<file path="config.mk">
export PLATFORM = sky130hd
export DESIGN_NAME = note_frame_serializer
export DESIGN_NICKNAME = d
export VERILOG_FILES = /design/src/rtl/note_frame_serializer.sv
export SDC_FILE = /design/constraint.sdc
export NUM_CORES = 1
export LEC_CHECK = 0
export CORE_AREA = 2 2 104 106
export CTS_CLUSTER_DIAMETER = 80
export CTS_CLUSTER_SIZE = 12
export DETAILED_ROUTE_END_ITERATION = 8
export DIE_AREA = 0 0 106 108
export PLACE_DENSITY_LB_ADDON = 0.08
export SLEW_MARGIN = 20
export SYNTH_ARGS = -nofsm -noshare
export SYNTH_HDL_FRONTEND = slang
export SYNTH_SLANG_ARGS = --single-unit
</file>
<file path="constraint.sdc">
create_clock -name clk -period 2.3 [get_ports clk]
set_input_delay 0.575 -clock clk [delete_from_list [all_inputs] [get_ports clk]]
set_output_delay 0.575 -clock clk [all_outputs]
set_load 0.02 [all_outputs]
</file>
<file path="src/rtl/note_frame_serializer.sv">
// note_frame_serializer
// Transmit side of the note serial link. A handshake fills a pending buffer;
// at each frame start the pending word (if any) moves into the shadow buffer,
// which is shifted out LSB first, one bit per BIT_DIV clocks, with sync high
// during bit 0. GAP_BITS idle slots follow each frame. The shadow word is
// resent every frame until a new word replaces it.
module note_frame_serializer #(
  parameter int NUM_NOTES = 48,
  parameter int BIT_DIV   = 128,
  parameter int GAP_BITS  = 4
) (
  input  logic                 clk,
  input  logic                 reset_n,
  input  logic                 enable,
  input  logic [NUM_NOTES-1:0] notes_in,
  input  logic                 notes_valid,
  output logic                 notes_ready,
  output logic                 note_serial_sync,
  output logic                 note_serial_data,
  output logic                 frame_done,
  output logic                 busy
);

  localparam int IW = (NUM_NOTES > 1) ? $clog2(NUM_NOTES) : 1;
  localparam int DW = (BIT_DIV > 1) ? $clog2(BIT_DIV) : 1;
  localparam int GW = (GAP_BITS > 1) ? $clog2(GAP_BITS) : 1;

  localparam logic [IW-1:0] BIT_LAST = IW'(NUM_NOTES - 1);
  localparam logic [DW-1:0] DIV_LAST = DW'(BIT_DIV - 1);
  localparam logic [DW-1:0] DIV_PRE  = DW'(BIT_DIV - 2);
  localparam logic [GW-1:0] GAP_LAST = GW'(GAP_BITS - 1);

  typedef enum logic [1:0] {
    IDLE  = 2'd0,
    SHIFT = 2'd1,
    GAP   = 2'd2
  } state_t;

  state_t                 state_q, state_d;
  logic [NUM_NOTES-1:0]   pend_q, pend_d;
  logic                   pend_valid_q, pend_valid_d;
  logic [NUM_NOTES-1:0]   shadow_q, shadow_d;
  logic [IW-1:0]          bit_idx_q, bit_idx_d;
  logic [DW-1:0]          div_q, div_d;
  logic [GW-1:0]          gap_idx_q, gap_idx_d;
  logic                   sync_q, sync_d;
  logic                   data_q, data_d;
  logic                   frame_done_q, frame_done_d;
  logic                   ready_q, ready_d;
  logic                   busy_q, busy_d;

  logic                   tick;
  logic                   load;
  logic                   accept;
  logic [IW-1:0]          bit_nxt;

  // Next-state, buffer handshake and registered-output computation.
  always_comb begin
    state_d      = state_q;
    pend_d       = pend_q;
    pend_valid_d = pend_valid_q;
    shadow_d     = shadow_q;
    bit_idx_d    = bit_idx_q;
    div_d        = div_q;
    gap_idx_d    = gap_idx_q;
    sync_d       = sync_q;
    data_d       = data_q;
    frame_done_d = 1'b0;
    load         = 1'b0;
    tick         = (div_q == DIV_LAST);
    accept       = notes_valid && !pend_valid_q;
    bit_nxt      = bit_idx_q + IW'(1);

    case (state_q)
      IDLE: begin
        div_d  = '0;
        sync_d = 1'b0;
        data_d = 1'b0;
        if (enable) begin
          load = 1'b1;
        end
      end

      SHIFT: begin
        div_d = tick ? '0 : div_q + DW'(1);
        if (tick) begin
          sync_d = 1'b0;
          if (bit_idx_q == BIT_LAST) begin
            state_d   = GAP;
            data_d    = 1'b0;
            gap_idx_d = '0;
          end else begin
            bit_idx_d = bit_nxt;
            data_d    = shadow_q[bit_nxt];
          end
        end
      end

      GAP: begin
        div_d  = tick ? '0 : div_q + DW'(1);
        sync_d = 1'b0;
        data_d = 1'b0;
        // Pulse lands on the final clock of the gap, one cycle before the turn.
        if ((gap_idx_q == GAP_LAST) && (div_q == DIV_PRE)) begin
          frame_done_d = 1'b1;
        end
        if (tick) begin
          if (gap_idx_q == GAP_LAST) begin
            if (enable) begin
              load = 1'b1;
            end else begin
              state_d = IDLE;
            end
          end else begin
            gap_idx_d = gap_idx_q + GW'(1);
          end
        end
      end

      default: begin
        state_d = IDLE;
        sync_d  = 1'b0;
        data_d  = 1'b0;
        div_d   = '0;
      end
    endcase

    // Frame start: promote pending into shadow and present bit 0 with sync.
    if (load) begin
      state_d   = SHIFT;
      bit_idx_d = '0;
      div_d     = '0;
      sync_d    = 1'b1;
      if (pend_valid_q) begin
        shadow_d     = pend_q;
        pend_valid_d = 1'b0;
        data_d       = pend_q[0];
      end else begin
        data_d = shadow_q[0];
      end
    end

    // A word can only be taken while pending is empty, so it never collides
    // with the promotion above; a word taken on a load edge waits a frame.
    if (accept) begin
      pend_d       = notes_in;
      pend_valid_d = 1'b1;
    end

    ready_d = !pend_valid_d;
    busy_d  = (state_d != IDLE);
  end

  // State and datapath registers with synchronous active-low reset.
  always_ff @(posedge clk) begin
    if (!reset_n) begin
      state_q      <= IDLE;
      pend_q       <= '0;
      pend_valid_q <= 1'b0;
      shadow_q     <= '0;
      bit_idx_q    <= '0;
      div_q        <= '0;
      gap_idx_q    <= '0;
      sync_q       <= 1'b0;
      data_q       <= 1'b0;
      frame_done_q <= 1'b0;
      ready_q      <= 1'b1;
      busy_q       <= 1'b0;
    end else begin
      state_q      <= state_d;
      pend_q       <= pend_d;
      pend_valid_q <= pend_valid_d;
      shadow_q     <= shadow_d;
      bit_idx_q    <= bit_idx_d;
      div_q        <= div_d;
      gap_idx_q    <= gap_idx_d;
      sync_q       <= sync_d;
      data_q       <= data_d;
      frame_done_q <= frame_done_d;
      ready_q      <= ready_d;
      busy_q       <= busy_d;
    end
  end

  assign notes_ready      = ready_q;
  assign note_serial_sync = sync_q;
  assign note_serial_data = data_q;
  assign frame_done       = frame_done_q;
  assign busy             = busy_q;

endmodule

</file>
After elaboration in Yosys (flattened, before gate mapping)
Cells that the tools add are included.

storage, ports and cells
  flip-flop bits (word level) = 119
  input port bits = 52

cells by class
  add/sub/neg operators = 3
  $lt $le $gt $ge = 1
  equal/unequal tests = 11
  multiplexer cells = 29
  bitwise logic cells = 3
  reduce and logical (&&, ||, !) cells = 14

operators by type and width
  operator             number
  $mux 2               10
  $mux 1               15
  $eq 7x7->1 const B   2
  $ne 2x2->1 const B   4
  $add 7x1->7 const B  1
  $lt 6x7->1 const B   1
  $add 6x1->6 const B  1
  $bmux 1 s6           1
  $eq 6x6->1 const B   1
  $pmux 2 s3           1
  $reduce_and 5->1     1
  $eq 2x2->1 const B   2
  $pmux 2 s2           1
  $reduce_and 2->1     2
  $reduce_bool 2->1    2
  $reduce_or 2->1      2
  $reduce_or 4->1      1
  $ne 3x3->1 const B   1
  $not 1->1            3
  $reduce_and 3->1     1
  $add 2x1->2 const B  1
  $eq 2x1->1 const B   1
  $logic_and 1x1->1    2
  $logic_not 1->1      2
  other kinds (2)      2

Longest topological paths before layout
  depth after elaboration = 7
  mapped depth = 11

Worst setup path after synthesis
OpenSTA, ideal clock, no wires.

  kind = reg2reg
  start = register bit_idx_q[1]
  end = register data_q (netlist: note_serial_data)
  library setup time = 0.134 ns
  data arrival time = 2.023 ns
  required time = 2.166 ns
  slack = 0.143 ns
  stages on the path, launching flop included = 9
  clock period less this slack = 2.157 ns
  path through = dfxtp_1 > ha_1 > buf_6 > mux4_2 > mux2_2 > o21ai_2 > o221ai_2 > nor4_2 > o22ai_1

on the way
  cells in the longest elaborated chain, start to end = 7
  elaborated cells between the ends (all ways) = 8
  those cells by class = add/sub: 1; eq/ne: 1; mux: 6

ends and longest elaborated chain
  item                          line  text
  from (decl)                   43    logic [IW-1:0] bit_idx_q, bit_idx_d;
  from (signal assigned)        174   bit_idx_q <= bit_idx_d;
  $add 6x1->6                   72    bit_nxt = bit_idx_q + IW'(1);
  via bit_nxt[1]                55    logic [IW-1:0] bit_nxt;
  $bmux 1 s6                    94    data_d = shadow_q[bit_nxt];
  $mux 1 (not written as such)  94
  $mux 1                        88    if (bit_idx_q == BIT_LAST) begin
  $mux 1                        86    if (tick) begin
  $mux 1                        74    case (state_q)
  $mux 1                        129   if (load) begin
  to (signal assigned)          178   data_q <= data_d;
  to (decl)                     47    logic data_q, data_d;

The timed path passes the listed nets, and every way through them passes these cells. The select of a mux whose other input is x is not followed.
A chain may end at the register's enable or synchronous reset.

Final worst setup path
  start = register bit_idx_q[0]
  end = register data_q (netlist: note_serial_data)

The elaborated chain is that of the path after synthesis.

==> results.yml <==
timing:
  rsz0062_at_grt: "no"
  finalSetupTns_ps: 0
  hold_violations: 0
  layout_min_cycle_time_ps: 2190
  slew_viol_final: 0
  slew_headroom_pct: 59.7
  fmax_mhz: 457
  setup_viol: 0
  worst_slack_ps: 113
  finalCritPeriodShare_pct: 95.1
  tightest_slew_ps: 602
  skew_ps: 5.37
synth:
  synth_area_per_cell_sq_um: 8.38
  synth_common_cells: "202 x nand2_1, 119 x dfxtp_1, 106 x a21oi_1"
  synth-main-ff-cell: "dfxtp_1"
  synth-edff-count: 0
  syn_nets: 660
  post_synth_num_cell_types: 49
  synth.top_cell.area_share_pct: 47.4
  synth_area_leaders: "dfxtp_1 47%, nand2_1 15%, a21oi_1 11%"
  synth_top_area_cell: "dfxtp_1"
  yosysSeqAreaShare_pct: 47.4
  yosysMostFrequentCell: "nand2_1"
  yosys_warnings: 0
  synth_cells: 600
  syn-cell-area_sq_um: 5030
  async_flop_share_pct: 0
  synth-seq-cells: 119
cells_and_area:
  fill_cells: 906
  area_growth_pct: 25.9
  drive_above_1_share_pct: 12.0
  fin_util_pct: 61.9
  n_antenna_cell: 0
  fin_nets: 707
routing:
  vias: 4103
  dr.pass1.iters: 4
  viasPerCell: 5.15
  wl_mm: 10.4
  wl_per_cell_microns: 13.0
  drt_first_iter_violations: 171
  drc: 0
  ant_nets: 0
min_path:
  hp-class: "flop to flop"
  holdPathStages: 2
  min-delay-start: "shadow_q[26]$_SDFFE_PN0P_"
  hold_end: "shadow_q[26]$_SDFFE_PN0P_"
pwr:
  p_leak_nw: 2.26
  irDropWorstVdd_mv: 0.466
  powerDensity_nw_per_um2: 838
clocking:
  cts.clk_slew.worst_paths_ps: 60
  root_buffer: "clkbuf_8"
  cts_max_level: 4
  clk_path_buf_depth: 2
  cts_tree: "built"
  numCtsBuffers: 17
  clkSinkCount: 119
  clk_latency_ps: 510
placement:
  preCtsSetupSlack_ps: 8.26
  hpwl_mm: 6.83
  place.gp.congestion: 0.847
  portBuffers: 56
grt:
  grt_pass1_wl_mm: 17.7
  grt_pass1_vias: 3933
  overflow: 0
  grt_max_degree: 62
  track_usage_pct: 19.3
  antenna_found_initial: 0
setup_path:
  end_kind: "flop"
  reg2reg_depth: 8
  startpoint_type: "flop"
  critical_path_class: "flop to flop"
  critPathMaxFanout: 3
  worst_ep_arrival_time_ps: 2580
  r2r_start: "bit_idx_q[0]$_SDFFE_PP0P_"
  ff2ff_setup_slack_ps: 110
  crit_required_ps: 2690
  reg2reg_to: "note_serial_data$_SDFFE_PN0P_"
floorplan:
  dieArea_sq_um: 11400
  die_w_microns: 106
  pin_count: 57
  start_util_pct: 49.2
  core-area_sq_um: 10200
  die_y_microns: 108
  rows: 37
status:
  status: "finished, final reports clean"
run:
  max-cap-violations: 0
how the worst max path moves through the flow:
stage / start / endpoint / depth (start not counted)
after global placement: bit_idx_q[0]$_SDFFE_PP0P_ / note_serial_data$_SDFFE_PN0P_ / 8
after CTS: bit_idx_q[1]$_SDFFE_PP0P_ / note_serial_data$_SDFFE_PN0P_ / 8
after floorplan: bit_idx_q[1]$_SDFFE_PP0P_ / note_serial_data$_SDFFE_PN0P_ / 8
after detailed placement: bit_idx_q[1]$_SDFFE_PP0P_ / note_serial_data$_SDFFE_PN0P_ / 8
after global routing: bit_idx_q[0]$_SDFFE_PP0P_ / note_serial_data$_SDFFE_PN0P_ / 8
final: bit_idx_q[0]$_SDFFE_PP0P_ / note_serial_data$_SDFFE_PN0P_ / 8
registers in the layout, summed over array words and instances, names as in the netlist:
register	flops
state_q	2
notes_ready	1
note_serial_data	1
pend_q	48
gap_idx_q	2
busy	1
shadow_q	48
pend_valid_q	1
div_q	7
frame_done	1
bit_idx_q	6
note_serial_sync	1
routing by layer:
metal | vias to the layer above | part of all wire (%) | GRT usage [%]
met5 | - | 0 | 0
met4 | 0 | 1.6 | 7.71
met3 | 13 | 3.4 | 4.70
met2 | 72 | 50 | 33.2
met1 | 1908 | 45 | 23.3
li1 | 2110 | - | -
critical path, stage by stage, from the launching register on:
cell	delay, ps
dfxtp_2	330
ha_4	270
buf_6	100
mux4_2	500
mux2_4	290
o21ai_2	60
o221ai_2	100
nor4_2	290
o22ai_1	120
power by group:
group / internal [mW] / switching, mW / leakage (nW)
Clock: 1.85 / 0.940 / 0.304
Sequential: 2.13 / 0.0418 / 0.969
Combinational: 0.168 / 0.178 / 0.987
Total: 4.15 / 1.16 / 2.26
through the flow:
| stage | cells | cell area (sq um) | hold WS (ps) | total power [mW] |
|---|---|---|---|---|
| after floorplan | 600 | 5030 | 432 | 2.42 |
| after global placement | 761 | 5660 | 443 | 2.56 |
| after detailed placement | 761 | 5660 | 444 | 2.57 |
| after CTS | 793 | 6290 | 451 | 5.34 |
| after global routing | 796 | 6330 | 467 | 5.50 |
| final | 796 | 6330 | 449 | 5.31 |
cell type report:
type | instances | area [sq um] | share of cell area, %
multi-input cells | 432 | 2400 | 37.9
repair buffers | 71 | 727 | 11.5
clock buffers | 21 | 459 | 7.25
flip-flops and latches | 119 | 2380 | 37.7
inverters | 6 | 22.5 | 0.356
well taps | 136 | 170 | 2.69
clock inverters | 11 | 171 | 2.71
repair_timing:
action	4_1_cts	5_1_grt
gates resized for setup	1	5
endpoints found under the hold margin	0	0
buffers inserted	0	3
endpoints found under the setup margin	1	1
hold buffers	0	0
pin swaps	0	3
kinds of logic (layout without fill, tap and decap cells):
logic type | Yosys count | in the layout | share of synthesized area [%]
AOI/OAI and AO/OA | 132 | 132 | 14.3
xor gates and xnor gates | 9 | 9 | 1.57
adders and majority gates | 8 | 8 | 1.99
buffers and inverters | 49 | 109 | 5.42
DFF | 119 | 119 | 47.4
muxes | 20 | 20 | 7.49
and+or+nand+nor | 263 | 263 | 21.8
placed cells by master (no fill, tap or decap), types with 2 or more instances in the layout:
cell type and n:
a31oi_1 3, xnor2_1 5, inv_2 2, o21ai_0 7
xor2_1 4, nor2_1 17, a21oi_1 106, clkinv_2 2
clkinvlp_4 2, dfxtp_2 2, clkdlybuf4s50_1 56, clkbuf_16 16
or2_2 4, a21oi_2 4, nand3_1 13, o21a_1 2
clkinv_4 3, nand2b_1 3, inv_1 4, or3_1 4
nand2_1 202, mux4_2 10, clkbuf_8 4, o211ai_1 2
buf_4 10, nor3_1 4, or3b_2 2, ha_1 7
dfxtp_1 117, buf_12 4, mux2i_1 5, mux4_1 3
bufinv_16 4, and3_1 5
Note: power is estimated with default switching activity, not from simulation.
